### src/rtl/shreg_seq_if.sv
// Command/data bus of the sequential shift unit: operand load, shift command
// and the status returned to the control unit.
interface shreg_seq_if #(
  parameter int N  = 4,
  parameter int SW = 2
);
  logic          en;
  logic          load;
  logic [N-1:0]  data;
  logic          start;
  logic [2:0]    mode;
  logic [SW-1:0] amt;
  logic [N-1:0]  sr_out;
  logic          busy;
  logic          done;
  logic          cout;
  logic          ovf;

  modport master (
    output en, load, data, start, mode, amt,
    input  sr_out, busy, done, cout, ovf
  );

  modport slave (
    input  en, load, data, start, mode, amt,
    output sr_out, busy, done, cout, ovf
  );
endinterface

### src/rtl/shreg_seq.sv
// Parametrised sequential shift unit: N-bit operand, six shift modes, one
// position per enabled clock, with busy/done handshake, carry-out and overflow.
module shreg_seq #(
  parameter int N  = 4,
  parameter int SW = 2
) (
  input logic        clk,
  input logic        rst,
  shreg_seq_if.slave bus
);

  typedef enum logic [1:0] {
    ST_IDLE,
    ST_SHIFT,
    ST_DONE
  } state_t;

  typedef enum logic [2:0] {
    M_LSL = 3'b000,
    M_ASL = 3'b001,
    M_LSR = 3'b010,
    M_ASR = 3'b011,
    M_ROL = 3'b100,
    M_ROR = 3'b101
  } mode_t;

  state_t        state_q;
  logic [2:0]    mode_q;
  logic [SW-1:0] cnt_q;
  logic [N-1:0]  sr_q;
  logic          busy_q;
  logic          done_q;
  logic          cout_q;
  logic          ovf_q;

  logic [N-1:0]  step_sr;
  logic          step_c;
  logic          step_v;
  logic          accept;

  // One-position step of the latched mode applied to the current contents.
  always_comb begin
    step_sr = sr_q;
    step_c  = 1'b0;
    step_v  = 1'b0;
    case (mode_q)
      M_LSL: begin
        step_sr = {sr_q[N-2:0], 1'b0};
        step_c  = sr_q[N-1];
        step_v  = sr_q[N-1];
      end
      M_ASL: begin
        step_sr = {sr_q[N-1], sr_q[N-3:0], 1'b0};
        step_c  = sr_q[N-2];
        step_v  = sr_q[N-2] ^ sr_q[N-1];
      end
      M_LSR: begin
        step_sr = {1'b0, sr_q[N-1:1]};
        step_c  = sr_q[0];
      end
      M_ASR: begin
        step_sr = {sr_q[N-1], sr_q[N-1:1]};
        step_c  = sr_q[0];
      end
      M_ROL: begin
        step_sr = {sr_q[N-2:0], sr_q[N-1]};
        step_c  = sr_q[N-1];
      end
      M_ROR: begin
        step_sr = {sr_q[0], sr_q[N-1:1]};
        step_c  = sr_q[0];
      end
      default: begin
        step_sr = sr_q;
        step_c  = 1'b0;
        step_v  = 1'b0;
      end
    endcase
  end

  assign accept = bus.start && (state_q != ST_SHIFT);

  always_ff @(posedge clk or posedge rst) begin
    if (rst) begin
      state_q <= ST_IDLE;
      mode_q  <= '0;
      cnt_q   <= '0;
      sr_q    <= '0;
      busy_q  <= 1'b0;
      done_q  <= 1'b0;
      cout_q  <= 1'b0;
      ovf_q   <= 1'b0;
    end else if (bus.en) begin
      if (bus.load) begin
        sr_q    <= bus.data;
        ovf_q   <= 1'b0;
        cout_q  <= 1'b0;
        state_q <= ST_IDLE;
        busy_q  <= 1'b0;
        done_q  <= 1'b0;
      end else begin
        case (state_q)
          ST_SHIFT: begin
            sr_q   <= step_sr;
            cout_q <= step_c;
            ovf_q  <= ovf_q | step_v;
            cnt_q  <= cnt_q - SW'(1);
            if (cnt_q == SW'(1)) begin
              state_q <= ST_DONE;
              busy_q  <= 1'b0;
              done_q  <= 1'b1;
            end
          end
          default: begin
            // IDLE and DONE both accept a new command; DONE falls back to IDLE otherwise.
            if (accept) begin
              mode_q <= bus.mode;
              cnt_q  <= bus.amt;
              ovf_q  <= 1'b0;
              cout_q <= 1'b0;
              if (bus.amt != '0) begin
                state_q <= ST_SHIFT;
                busy_q  <= 1'b1;
                done_q  <= 1'b0;
              end else begin
                state_q <= ST_DONE;
                busy_q  <= 1'b0;
                done_q  <= 1'b1;
              end
            end else begin
              state_q <= ST_IDLE;
              busy_q  <= 1'b0;
              done_q  <= 1'b0;
            end
          end
        endcase
      end
    end
  end

  assign bus.sr_out = sr_q;
  assign bus.busy   = busy_q;
  assign bus.done   = done_q;
  assign bus.cout   = cout_q;
  assign bus.ovf    = ovf_q;

endmodule

### src/flat_wrapper.sv
// flat-port wrapper written by rule: the top's interface ports become plain ports
module shreg_seq_flat 
#(
  parameter int N  = 4,
  parameter int SW = 2
)
  (clk, rst, bus_en, bus_load, bus_data, bus_start, bus_mode, bus_amt, bus_sr_out, bus_busy, bus_done, bus_cout, bus_ovf);
  shreg_seq_if #(.N(N), .SW(SW)) bus_i ();
  input logic clk;
  input logic rst;
  input wire logic [$bits(bus_i.en)-1:0] bus_en;
  input wire logic [$bits(bus_i.load)-1:0] bus_load;
  input wire logic [$bits(bus_i.data)-1:0] bus_data;
  input wire logic [$bits(bus_i.start)-1:0] bus_start;
  input wire logic [$bits(bus_i.mode)-1:0] bus_mode;
  input wire logic [$bits(bus_i.amt)-1:0] bus_amt;
  output wire logic [$bits(bus_i.sr_out)-1:0] bus_sr_out;
  output wire logic [$bits(bus_i.busy)-1:0] bus_busy;
  output wire logic [$bits(bus_i.done)-1:0] bus_done;
  output wire logic [$bits(bus_i.cout)-1:0] bus_cout;
  output wire logic [$bits(bus_i.ovf)-1:0] bus_ovf;
  assign bus_i.en = bus_en;
  assign bus_i.load = bus_load;
  assign bus_i.data = bus_data;
  assign bus_i.start = bus_start;
  assign bus_i.mode = bus_mode;
  assign bus_i.amt = bus_amt;
  assign bus_sr_out = bus_i.sr_out;
  assign bus_busy = bus_i.busy;
  assign bus_done = bus_i.done;
  assign bus_cout = bus_i.cout;
  assign bus_ovf = bus_i.ovf;
  shreg_seq #(.N(N), .SW(SW)) u_core (.clk(clk), .rst(rst), .bus(bus_i));
endmodule
### config.mk
export PLATFORM = sky130hd
export DESIGN_NAME = shreg_seq_flat
export DESIGN_NICKNAME = d
export VERILOG_FILES = /design/src/rtl/shreg_seq_if.sv /design/src/rtl/shreg_seq.sv /design/src/flat_wrapper.sv
export SDC_FILE = /design/constraint.sdc
export NUM_CORES = 1
export LEC_CHECK = 0
export BUFFER_PORTS_ARGS = -buffer_cell sky130_fd_sc_hd__buf_2
export CORE_UTILIZATION = 40
export DETAILED_ROUTE_END_ITERATION = 12
export GPL_ROUTABILITY_DRIVEN = 0
export PLACE_DENSITY = 0.59
export SLEW_MARGIN = 20
export SYNTH_ARGS = -nofsm -noshare
export SYNTH_HDL_FRONTEND = slang
export SYNTH_SLANG_ARGS = --single-unit
export TNS_END_PERCENT = 20
### constraint.sdc
create_clock -name clk -period 1.5 [get_ports clk]
set_clock_uncertainty 0.1 [all_clocks]
set_input_delay 0.3 -clock clk [delete_from_list [all_inputs] [get_ports clk]]
set_output_delay 0.3 -clock clk [all_outputs]
set_load 0.01 [all_outputs]
# [After elaboration in Yosys (flattened, before gate mapping)]
# Index checks and enable logic that the tools add are counted.
[word_totals] reg_bits=15 output_inout_bits=8 elab_cells=68 input_bits=14
[op_classes] n_mux=27 eq_ne=11 bitwise_logic=4 addsub=1 n_reduce_logical=16
[op_table] op="one-hot mux 4 bit (6 select lines)" n=1
[op_table] op="two-way mux 1 bit" n=15
[op_table] op="two-way mux 2 bit" n=7
[op_table] op="two-way mux 4 bit" n=2
[op_table] op="nonzero test 7 bit" n=1
[op_table] op="== test 3 x 2 -> 1 bit (second input constant)" n=2
[op_table] op="== test 3 bit (second input constant)" n=2
[op_table] op="AND reduction 3 bit" n=2
[op_table] op="nonzero test 2 bit" n=3
[op_table] op="AND reduction 5 bit" n=1
[op_table] op="nonzero test 5 bit" n=1
[op_table] op="== test 2 x 1 -> 1 bit (second input constant)" n=2
[op_table] op="!= test 2 bit (second input constant)" n=2
[op_table] op="AND reduction 2 bit" n=2
[op_table] op="AND reduction 4 bit" n=1
[op_table] op="== test 3 x 1 -> 1 bit (second input constant)" n=1
[op_table] op="logical NOT 3 bit" n=1
[op_table] op="!= test 3 x 2 -> 1 bit (second input constant)" n=1
[op_table] op="one-hot mux 1 bit (3 select lines)" n=1
[op_table] op="nonzero test 3 bit" n=1
[op_table] op="OR reduction 3 bit" n=1
[op_table] op="!= test 2 x 1 -> 1 bit (second input constant)" n=1
[op_table] op="inverter 1 bit" n=2
[op_table] op="one-hot mux 1 bit (2 select lines)" n=1
[op_table] op="other kinds (5)" n=5

# [Logic depth before layout (Yosys ltp)]
# Gate-level depths: netlist of the first run.
[logic_depth] depth_word=5 depth_mapped=5 mapped_depth_nobuf=5

# [Least setup slack after synthesis of the first run]
# Ideal clock, no wire load.
[synth_path] path_kind="register -> register" startpoint="register u_core.bus.done (netlist name)" endpoint="register u_core.mode_q[0]" path_buffers=0 slack_ps=80 arrival_ps=1195 t_required_ps=1275 synth_period_minus_slack_ps=1420 path_stages_with_launch=4 cell_sequence="dfrtp_1 > nand2b_1 > nand3_1 > mux2_2"
[synth_lines] item="end signal, assigned" line_no="shreg_seq.sv:117" text="mode_q <= bus.mode;"
[synth_lines] item="end, declared" line_no="shreg_seq.sv:28" text="logic [2:0] mode_q;"

==> results.md, run 1 <==
* Antenna cells at 0
* Minimum clock period at 1425 ps
* Final core utilization at 55.74%
* Initial Util at 42.93%
* Peak Freq at 701.5 MHz
* Worst hold path type: primary input to flip-flop
* Syn Area/Cell at 8.956 um^2
* Run status: complete, no violations
* Peak supply drop at 765.3 uV
* Design Power at 1.391 mW
* Via count of the routed design at 829
* Initial antenna violation count at 0
* CTS tree: done
* Cell count after synthesis at 95
* CTS Buffer Depth at 2
* Nets at 143
* GRT Util Overall at 20.74%
* Largest net degree at the start of global routing at 14
* RSZ-0062 raised after global routing: false
* I/O pin cnt at 22
* Final count of hold timing violations at 0
* P&R area growth vs syn at 29.85%
* Slew HR at 65.84%
* Residual DRC at 0
* Setup TNS at 0 ps
* First-pass GRT wire length at 3229 um
* WL per Instance at 13.40 um
* Initial DRT Pass Iterations at 4
* Worst Setup End Kind: flip-flop
* Clk_lat worst skew at 270 ps
* Via/cell ratio at 5.383
* Syn. warnings at 0
* Async SR Flop Fraction at 100.0%
* Leakage Power at 0.5096 nW
* I/O Buffers at 21
* Share of post-route cells with drive strength above 1 at 37.80%
* Core Region at 1982 um^2
* Final ANT Viol Nets at 0
* Crit path max fanout at 6
* Row count at 16
* Grt total ovfl at 0
* Die ar. at 2316 um^2
* Sink Count at 13
* PD cells at 1259 nW/um^2
* Setup-failing EPs final at 0
* Ys flop type: dfrtp_1
* Arrival @ worst endpoint at 1490 ps
* Seq/Total Area, Yosys at 38.24%
* Placed Area at 1045 um^2
* CTS root buf: clkbuf_4
* Clk slew on worst S/H paths at 90 ps
* Synthesis-stage register bit count at 13
* Tightest Pin Transition at 511.8 ps
* Period utilisation layout at 95.03%
* Initial DRC count at 20
* CP startpoint kind: flip-flop
* Post-Syn Area at 850.8 um^2
* Num CTS Buffers at 3
* # fillers at 187
* Post-route cell area at 1105 um^2
* Max Cap Viol at 0
* Cell variety after synth at 33
* Die height at 48.12 um
* Number of synthesized flops with an enable pin at 0
* DP Wirelength at 1556 um
* Post-synth net total at 110
* Width of the chip at 48.12 um
* Final wirelength at 2064 um
* Slew Viols, Final at 0
* H-tree levels at 1
* Worst EP required at 1560 ps
* Crit Path Class: flip-flop to flip-flop
* Vias in the first global route at 718
-- cell usage in the layout (no fill, tap or decap), types with 2 or more instances in the layout --
cell type,count
buf_4,10
nand2b_1,4
nor3b_1,2
inv_1,3
a21oi_1,4
nor2_1,5
mux2_2,4
dfrtp_1,13
clkbuf_4,3
mux2i_1,4
nor2b_1,2
nor3_1,2
nand2_1,8
nand3_1,2
o22ai_1,3
o21ai_0,11
o31ai_1,4
buf_2,21
-- layer usage --
layer	GRT usage, %	part of all wire, %	wire length (um)
met5	0	0	0
met4	12.78	1.1	22
met3	2.222	3.6	75
met2	31.62	49	1003
met1	28.15	47	962
-- cell families after synthesis --
logic type,count (synthesis),share of synthesized area (%)
adder cells (fa/ha/maj),1,1.470
flip-flops,13,38.24
AO/OA/AOI/OAI,31,23.82
XOR/XNOR,1,1.030
multiplexers,8,10.00
AND/OR/NAND/NOR,33,21.32
buffers and inverters,8,4.117
-- sequential cells by signal (all words and copies together) (netlist names) --
| name | flops |
|---|---|
| u_core.bus.cout | 1 |
| u_core.mode_q | 3 |
| u_core.bus.sr_out | 4 |
| u_core.bus.busy | 1 |
| u_core.cnt_q | 2 |
| u_core.bus.done | 1 |
| u_core.bus.ovf | 1 |
-- cells in the mapped netlist, types with 3 or more instances --
master	n	share of area [%]
mux2i_1	4	4.7
buf_2	4	2.4
o31ai_1	4	3.5
nor2_1	5	2.2
mux2_2	4	5.3
dfrtp_1	13	38
o22ai_1	3	2.2
nand2b_1	5	3.7
a21oi_1	4	2.4
nand2_1	8	3.5
nand3_1	3	1.8
inv_1	3	1.3
o21ai_0	11	6.5
-- critical path, cell delays in order (launching register included) --
cell and delay, ps:
dfrtp_1 420, nand2b_1 270, nand3_2 180, mux2_2 340
-- metrics by stage --
step / hold slack (ps) / setup WS (ps) / instances
final: 151.6 / 74.51 / 154
after global routing: 150.4 / 0.2758 / 154
after CTS: 142.5 / 29.57 / 154
after detailed placement: 261.0 / 44.94 / 149
after global placement: 263.3 / 43.20 / 149
after floorplan: 76.96 / 79.81 / 95
-- final cells by class --
type / count / area [um^2] / area share [%]
multi-input combinational: 74 / 514.2 / 46.55
sequential: 13 / 325.3 / 29.45
timing repair buffer: 32 / 190.2 / 17.21
tap: 27 / 33.78 / 3.058
clock buffer: 4 / 26.28 / 2.378
inverter: 4 / 15.01 / 1.359
-- power breakdown --
group	leakage (nW)	internal (mW)	switching, mW
sequential	0.162	0.442	0.0948
clock	0.0150	0.103	0.119
combinational	0.332	0.314	0.318
total	0.510	0.859	0.532
-- repair_timing --
item,CTS,global route
endpoints found under the hold margin,13,0
resized for setup,0,5
endpoints found under the setup margin,0,6
hold buffers,1,0
buffers inserted,0,0
-- worst paths after layout --
kind | cells after the start | from | slack (ps) | to
min in group asynchronous | 3 | rst | 490 | u_core.mode_q[0]
worst min register to register | 2 | u_core.bus.cout | 380 | u_core.bus.cout
worst max register to register | 3 | u_core.bus.done | 70 | u_core.mode_q[1]
worst max-delay path | 3 | u_core.bus.done | 70 | u_core.mode_q[1]
worst min-delay path | 2 | bus_mode[2] | 150 | u_core.mode_q[2]
max in group asynchronous | 3 | rst | 470 | u_core.bus.sr_out[3]
(Power assumes the default switching activity.)
==> run 2, diff against run 1 <==
--- a/config.mk
+++ b/config.mk
@@ -6,10 +6,12 @@
 export NUM_CORES = 1
 export LEC_CHECK = 0
 export BUFFER_PORTS_ARGS = -buffer_cell sky130_fd_sc_hd__buf_2
+export CORE_ASPECT_RATIO = 0.75
 export CORE_UTILIZATION = 40
 export DETAILED_ROUTE_END_ITERATION = 12
 export GPL_ROUTABILITY_DRIVEN = 0
 export PLACE_DENSITY = 0.59
+export SKIP_CTS_REPAIR_TIMING = 1
 export SLEW_MARGIN = 20
 export SYNTH_ARGS = -nofsm -noshare
 export SYNTH_HDL_FRONTEND = slang
==> constraint.sdc (replaced) <==
create_clock -name clk -period 1.79 [get_ports clk]
set_clock_uncertainty 0.1 [all_clocks]
set_input_delay 0.358 -clock clk [delete_from_list [all_inputs] [get_ports clk]]
set_output_delay 0.358 -clock clk [all_outputs]
set_load 0.01 [all_outputs]
==> run 2 against run 1 <==
Die area is essentially flat. Clock-buffer cell count is the same. Via count shrank 4.3%. Setup slack gained 190 ps. Cell area shrank 8.2%. Largest cell class unchanged. Power shrank 21%. Register-to-register slack gained 190 ps.
==> results.md, run 2 (synthesis gave the netlist of run 1 again) <==
* Run status: complete, no violations
* H-tree levels at 1 (unchanged)
* Slew HR at 63.83% (-2.0 points)
* Residual DRC at 0 (unchanged)
* Setup TNS at 0 ps (unchanged)
* Nets at 135 (-5.6%)
* Setup-failing EPs final at 0 (unchanged)
* Clk slew on worst S/H paths at 80 ps (about the same)
* Grt total ovfl at 0 (unchanged)
* Initial DRC count at 19 (-5.0%)
* Num CTS Buffers at 3 (unchanged)
* Minimum clock period at 1522 ps (+96.46 ps)
* Slew Viols, Final at 0 (unchanged)
* Most common cell after layout, fill and taps aside: buf_2
* Clk_lat worst skew at 270 ps (about the same)
* Max FFs per register at 4 (unchanged)
* Hold_ws at 11.82 ps (-139.8 ps)
* Final count of hold timing violations at 0 (unchanged)
* CP Cell Sequence: nand2b_1 > nand3_1 > mux2_2
* I/O pin cnt at 22 (unchanged)
* Vias in the first global route at 725 (+0.97%)
* Initial antenna violation count at 0 (unchanged)
* Commonest cells after routing, fill and taps aside: buf_2, dfrtp_1, o21ai_0
* Peak Freq at 657.1 MHz (-6.3%)
* PD cells at 1080 nW/um^2 (-14%)
* Width of the chip at 55.26 um (+15%)
* Initial Util at 42.61% (-0.32 points)
* GRT Util Overall at 19.45% (-1.3 points)
* Worst R2R Start: u_core.bus.done
* First-pass GRT wire length at 3443 um (+6.6%)
* Reg2reg end: u_core.mode_q[0]
* Max Cap Viol at 0 (unchanged)
* Core Region at 1997 um^2 (+0.76%)
* Via count of the routed design at 793 (-4.3%)
* CTS Buffer Depth at 2 (unchanged)
* CP startpoint kind: flip-flop
* Initial DRT Pass Iterations at 4 (unchanged)
* Worst reg2reg setup slack at 270 ps (+190 ps)
* Arrival @ worst endpoint at 1580 ps (+90 ps)
* Number of cells after detailed placement at 139 (-6.7%)
* Tightest Pin Transition at 542.0 ps (+30.22 ps)
* Period utilisation layout at 85.03% (-10 points)
* CTS tree: done
* Worst Setup End Kind: flip-flop
* Fin cells at 143 (-7.1%)
* Design Power at 1.096 mW (-21%)
* WL per Instance at 14.12 um (+5.3%)
* Final wirelength at 2019 um (-2.2%)
* CTS root buf: clkbuf_4
* DP Wirelength at 1517 um (-2.5%)
* WP buf/inv at 0 (unchanged)
* Via/cell ratio at 5.545 (+3.0%)
* Crit path max-delay cell type: dfrtp_1
* Sink Count at 13 (unchanged)
* # fillers at 206 (+10%)
* Row count at 14 (-2)
* Crit Path Class: flip-flop to flip-flop
* Worst hold path type: primary input to asynchronous set/reset pin
* Antenna cells at 0 (unchanged)
* Largest stage delay, worst path at 460 ps (+40 ps)
* Die ar. at 2317 um^2 (about the same)
* Die height at 41.94 um (-13%)
* Leakage Power at 0.4639 nW (-9.0%)
* Crit path max fanout at 7 (+1)
* R2r worst-path depth at 3 (unchanged)
* Worst EP required at 1850 ps (+290 ps)
* RSZ-0062 raised after global routing: false
* Largest net degree at the start of global routing at 18 (+4)
* Peak supply drop at 594.7 uV (-22%)
* Crit-path leading delay family: simple AND/OR/NAND/NOR gates
* Share of post-route cells with drive strength above 1 at 31.09% (-6.7 points)
* Final ANT Viol Nets at 0 (unchanged)
* P&R area growth vs syn at 19.26%
* I/O Buffers at 21 (unchanged)
-- run 2: metal layers --
layer,vias to the layer above,wire length [um],share of wire (%),GRT usage (%)
met1,371,1096,54,28.74
met3,2,100,5.0,7.477
met2,21,803,40,25.78
met5,-,0,0,0
met4,0,19,0.94,6.000
li1,399,-,-,-
-- run 2: worst register-to-register path: cells and delay by family (launching register included) --
family / cells / cell delay (ps)
mux: 1 / 350
simple gates: 2 / 490
flops: 1 / 460
-- run 2: power breakdown --
| part | internal, mW | leakage [nW] | switching, mW |
|---|---|---|---|
| clock network | 0.0863 | 0.0150 | 0.0967 |
| logic | 0.216 | 0.287 | 0.228 |
| registers | 0.370 | 0.162 | 0.0987 |
| total | 0.673 | 0.464 | 0.423 |
-- run 2: worst max path at each step --
stage                               start          endpoint  depth (start not counted)
after detailed placement         bus_load  u_core.mode_q[2]                          4
after global routing      u_core.bus.done   u_core.bus.cout                          4
final                     u_core.bus.done  u_core.mode_q[0]                          3
after global placement           bus_load  u_core.mode_q[0]                          4
after CTS                 u_core.bus.done  u_core.mode_q[0]                          3
after floorplan           u_core.bus.done  u_core.mode_q[0]                          3
-- run 2: cell type report --
class	count	area, um^2	area share [%]
clock buffers	4	26.28	2.589
inverters	4	15.01	1.480
multi-input cells	74	490.5	48.34
flip-flops and latches	13	325.3	32.06
well taps	24	30.03	2.959
repair buffers	24	127.6	12.58
-- run 2: through the flow --
stage | utilization (%) | worst slack (ps) | area, um^2
final | 50.81 | 268.1 | 1015
after global placement | 49.50 | 255.1 | 988.4
after CTS | 50.81 | 263.8 | 1015
after global routing | 50.81 | 187.4 | 1015
after floorplan | - | 369.8 | 850.8
after detailed placement | 49.50 | 268.4 | 988.4
==> run 3, diff against run 2 <==
--- a/config.mk
+++ b/config.mk
@@ -10,7 +10,7 @@
 export CORE_UTILIZATION = 40
 export DETAILED_ROUTE_END_ITERATION = 12
 export GPL_ROUTABILITY_DRIVEN = 0
-export PLACE_DENSITY = 0.59
+export PLACE_DENSITY = 0.62
 export SKIP_CTS_REPAIR_TIMING = 1
 export SLEW_MARGIN = 20
 export SYNTH_ARGS = -nofsm -noshare
==> constraint.sdc (replaced) <==
create_clock -name clk -period 1.22 [get_ports clk]
set_clock_uncertainty 0.1 [all_clocks]
set_input_delay 0.244 -clock clk [delete_from_list [all_inputs] [get_ports clk]]
set_output_delay 0.244 -clock clk [all_outputs]
set_load 0.01 [all_outputs]
==> run 3 against run 2 <==
Via count is 12% higher. Sequential share of layout area is 6.5 points lower. Global-route usage rose by 0.67 points. Largest cell class unchanged. Critical path depth is 1 higher. Power grew 80%. The run now ends with setup timing left.
==> results.md, run 3 (synthesis gave the netlist of run 1 again) <==
* CTS tree: done
* Arrival @ worst endpoint at 1460 ps (-120 ps)
* WL per Instance at 13.02 um (-7.8%)
* Worst hold path type: primary input to flip-flop
* Max Cap Viol at 0 (unchanged)
* Share of post-route cells with drive strength above 1 at 50.00% (+19 points)
* Initial Util at 42.61% (unchanged)
* Via count of the routed design at 888 (+12%)
* Peak Freq at 714.1 MHz (+8.7%)
* Leakage Power at 0.5966 nW (+29%)
* Row count at 14 (unchanged)
* CTS root buf: clkbuf_4
* DP Wirelength at 1697 um (+12%)
* Crit path max-delay cell type: dfrtp_2
* Post-route cell area at 1303 um^2 (+28%)
* Residual DRC at 0 (unchanged)
* Clk slew on worst S/H paths at 80 ps (about the same)
* Initial DRC count at 33 (+14)
* GRT Util Overall at 20.12% (+0.67 points)
* CP Cell Sequence: nand2b_4 > mux2_4 > a211oi_2 > o31ai_1
* CP startpoint kind: flip-flop
* Setup-failing EPs final at 16 (+16)
* Setup TNS at -1175 ps (-1175 ps)
* Largest net degree at the start of global routing at 14 (-4)
* Grt total ovfl at 0 (unchanged)
* Via/cell ratio at 5.415 (-2.4%)
* Final wirelength at 2136 um (+5.8%)
* Largest stage delay, worst path at 450 ps (about the same)
* Final ANT Viol Nets at 0 (unchanged)
* Worst Setup End Kind: flip-flop
* Worst EP required at 1280 ps (-570 ps)
* Commonest cells after routing, fill and taps aside: buf_4, buf_2, buf_6
* Vias in the first global route at 799 (+10%)
* Max FFs per register at 4 (unchanged)
* Antenna cells at 0 (unchanged)
* Num CTS Buffers at 3 (unchanged)
* Worst Slack Setup Final at -180.3 ps (-448.3 ps)
* CTS Buffer Depth at 2 (unchanged)
* Sink Count at 13 (unchanged)
* First-pass GRT wire length at 3657 um (+6.2%)
* Design Power at 1.971 mW (+80%)
* Placed Area at 1169 um^2 (+18%)
* Slew HR at 66.96% (+3.1 points)
* I/O Buffers at 21 (unchanged)
* RSZ-0062 raised after global routing: true
* Slew Viols, Final at 0 (unchanged)
* Most common cell after layout, fill and taps aside: buf_4
* Hold_ws at 99.16 ps (+87.34 ps)
* Die height at 41.94 um (unchanged)
* Minimum clock period at 1400 ps (-121.7 ps)
* Core Region at 1997 um^2 (unchanged)
* PD cells at 1513 nW/um^2 (+40%)
* Crit path max fanout at 7 (unchanged)
* Initial antenna violation count at 0 (unchanged)
* Peak supply drop at 877.0 uV (+47%)
* Final count of hold timing violations at 0 (unchanged)
* Clk_lat worst skew at 280 ps (about the same)
* Run status: finished, violations left
* Crit Path Class: flip-flop to flip-flop
* Violated checks: setup timing
* Period utilisation layout at 114.8% (+30 points)
* Tightest Pin Transition at 495.0 ps (-47.02 ps)
* Dpl ws at -229.3 ps (-497.7 ps)
* H-tree levels at 1 (unchanged)
* P&R area growth vs syn at 53.09%
* Nets at 156 (+16%)
* Initial DRT Pass Iterations at 4 (unchanged)
* Die ar. at 2317 um^2 (unchanged)
* Width of the chip at 55.26 um (unchanged)
* # fillers at 153 (-26%)
* I/O pin cnt at 22 (unchanged)
run 3: cell count changes in the layout (fill, tap and decap cells not counted), moves of 2 or more:
cell,previous run,this run
buf_2,21,15
dfrtp_2,0,6
dfrtp_1,13,7
mux2_2,4,2
buf_4,3,16
o21ai_1,0,4
mux2_4,0,2
buf_6,0,13
o21ai_0,11,7
nand2b_1,5,3
nand2b_4,0,3
run 3: where the power goes:
group / switching, mW / internal (mW) / total (mW) / leakage, nW
clock: 0.135 / 0.127 / 0.262 / 0.0150
combinational: 0.441 / 0.586 / 1.03 / 0.427
sequential: 0.129 / 0.553 / 0.682 / 0.155
run 3: path summary, 6_finish.rpt:
kind | start | endpoint | slack, ps | cells past startpoint
min in group asynchronous | rst | u_core.bus.cout | 420 | 3
setup reg to reg | u_core.mode_q[1] | u_core.bus.sr_out[2] | -180 | 4
setup / recovery | u_core.mode_q[1] | u_core.bus.sr_out[2] | -180 | 4
max in group asynchronous | rst | u_core.bus.sr_out[3] | 230 | 3
hold / removal | bus_mode[2] | u_core.mode_q[2] | 100 | 2
hold reg to reg | u_core.bus.cout | u_core.bus.cout | 370 | 2
run 3: metal layers:
metal	routed length [um]	share of wire, %	track usage (%)
met1	1035	48	27.95
met4	0	0	3.000
met5	0	0	0
met2	980	46	31.33
met3	121	5.7	6.542
run 3: final cells by class:
cell class	instances	area, um^2	share of cell area (%)
Timing Repair Buffer	45	351.6	26.99
Sequential cell	13	332.8	25.55
Inverter	4	15.01	1.153
Multi-Input combinational cell	74	546.8	41.98
Tap cell	24	30.03	2.305
Clock buffer	4	26.28	2.017
run 3: worst max-delay path: cells and delay by family (launching register included):
kind	cells	cell delay [ps]
simple gates	1	170
mux	1	300
compound gates	2	270
flops	1	450
run 3: stage by stage:
step | std cells | util, %
floorplan | 95 | -
global placement | 158 | 58.52
detailed placement | 158 | 58.52
CTS | 162 | 59.84
global route | 164 | 65.23
finish | 164 | 65.23
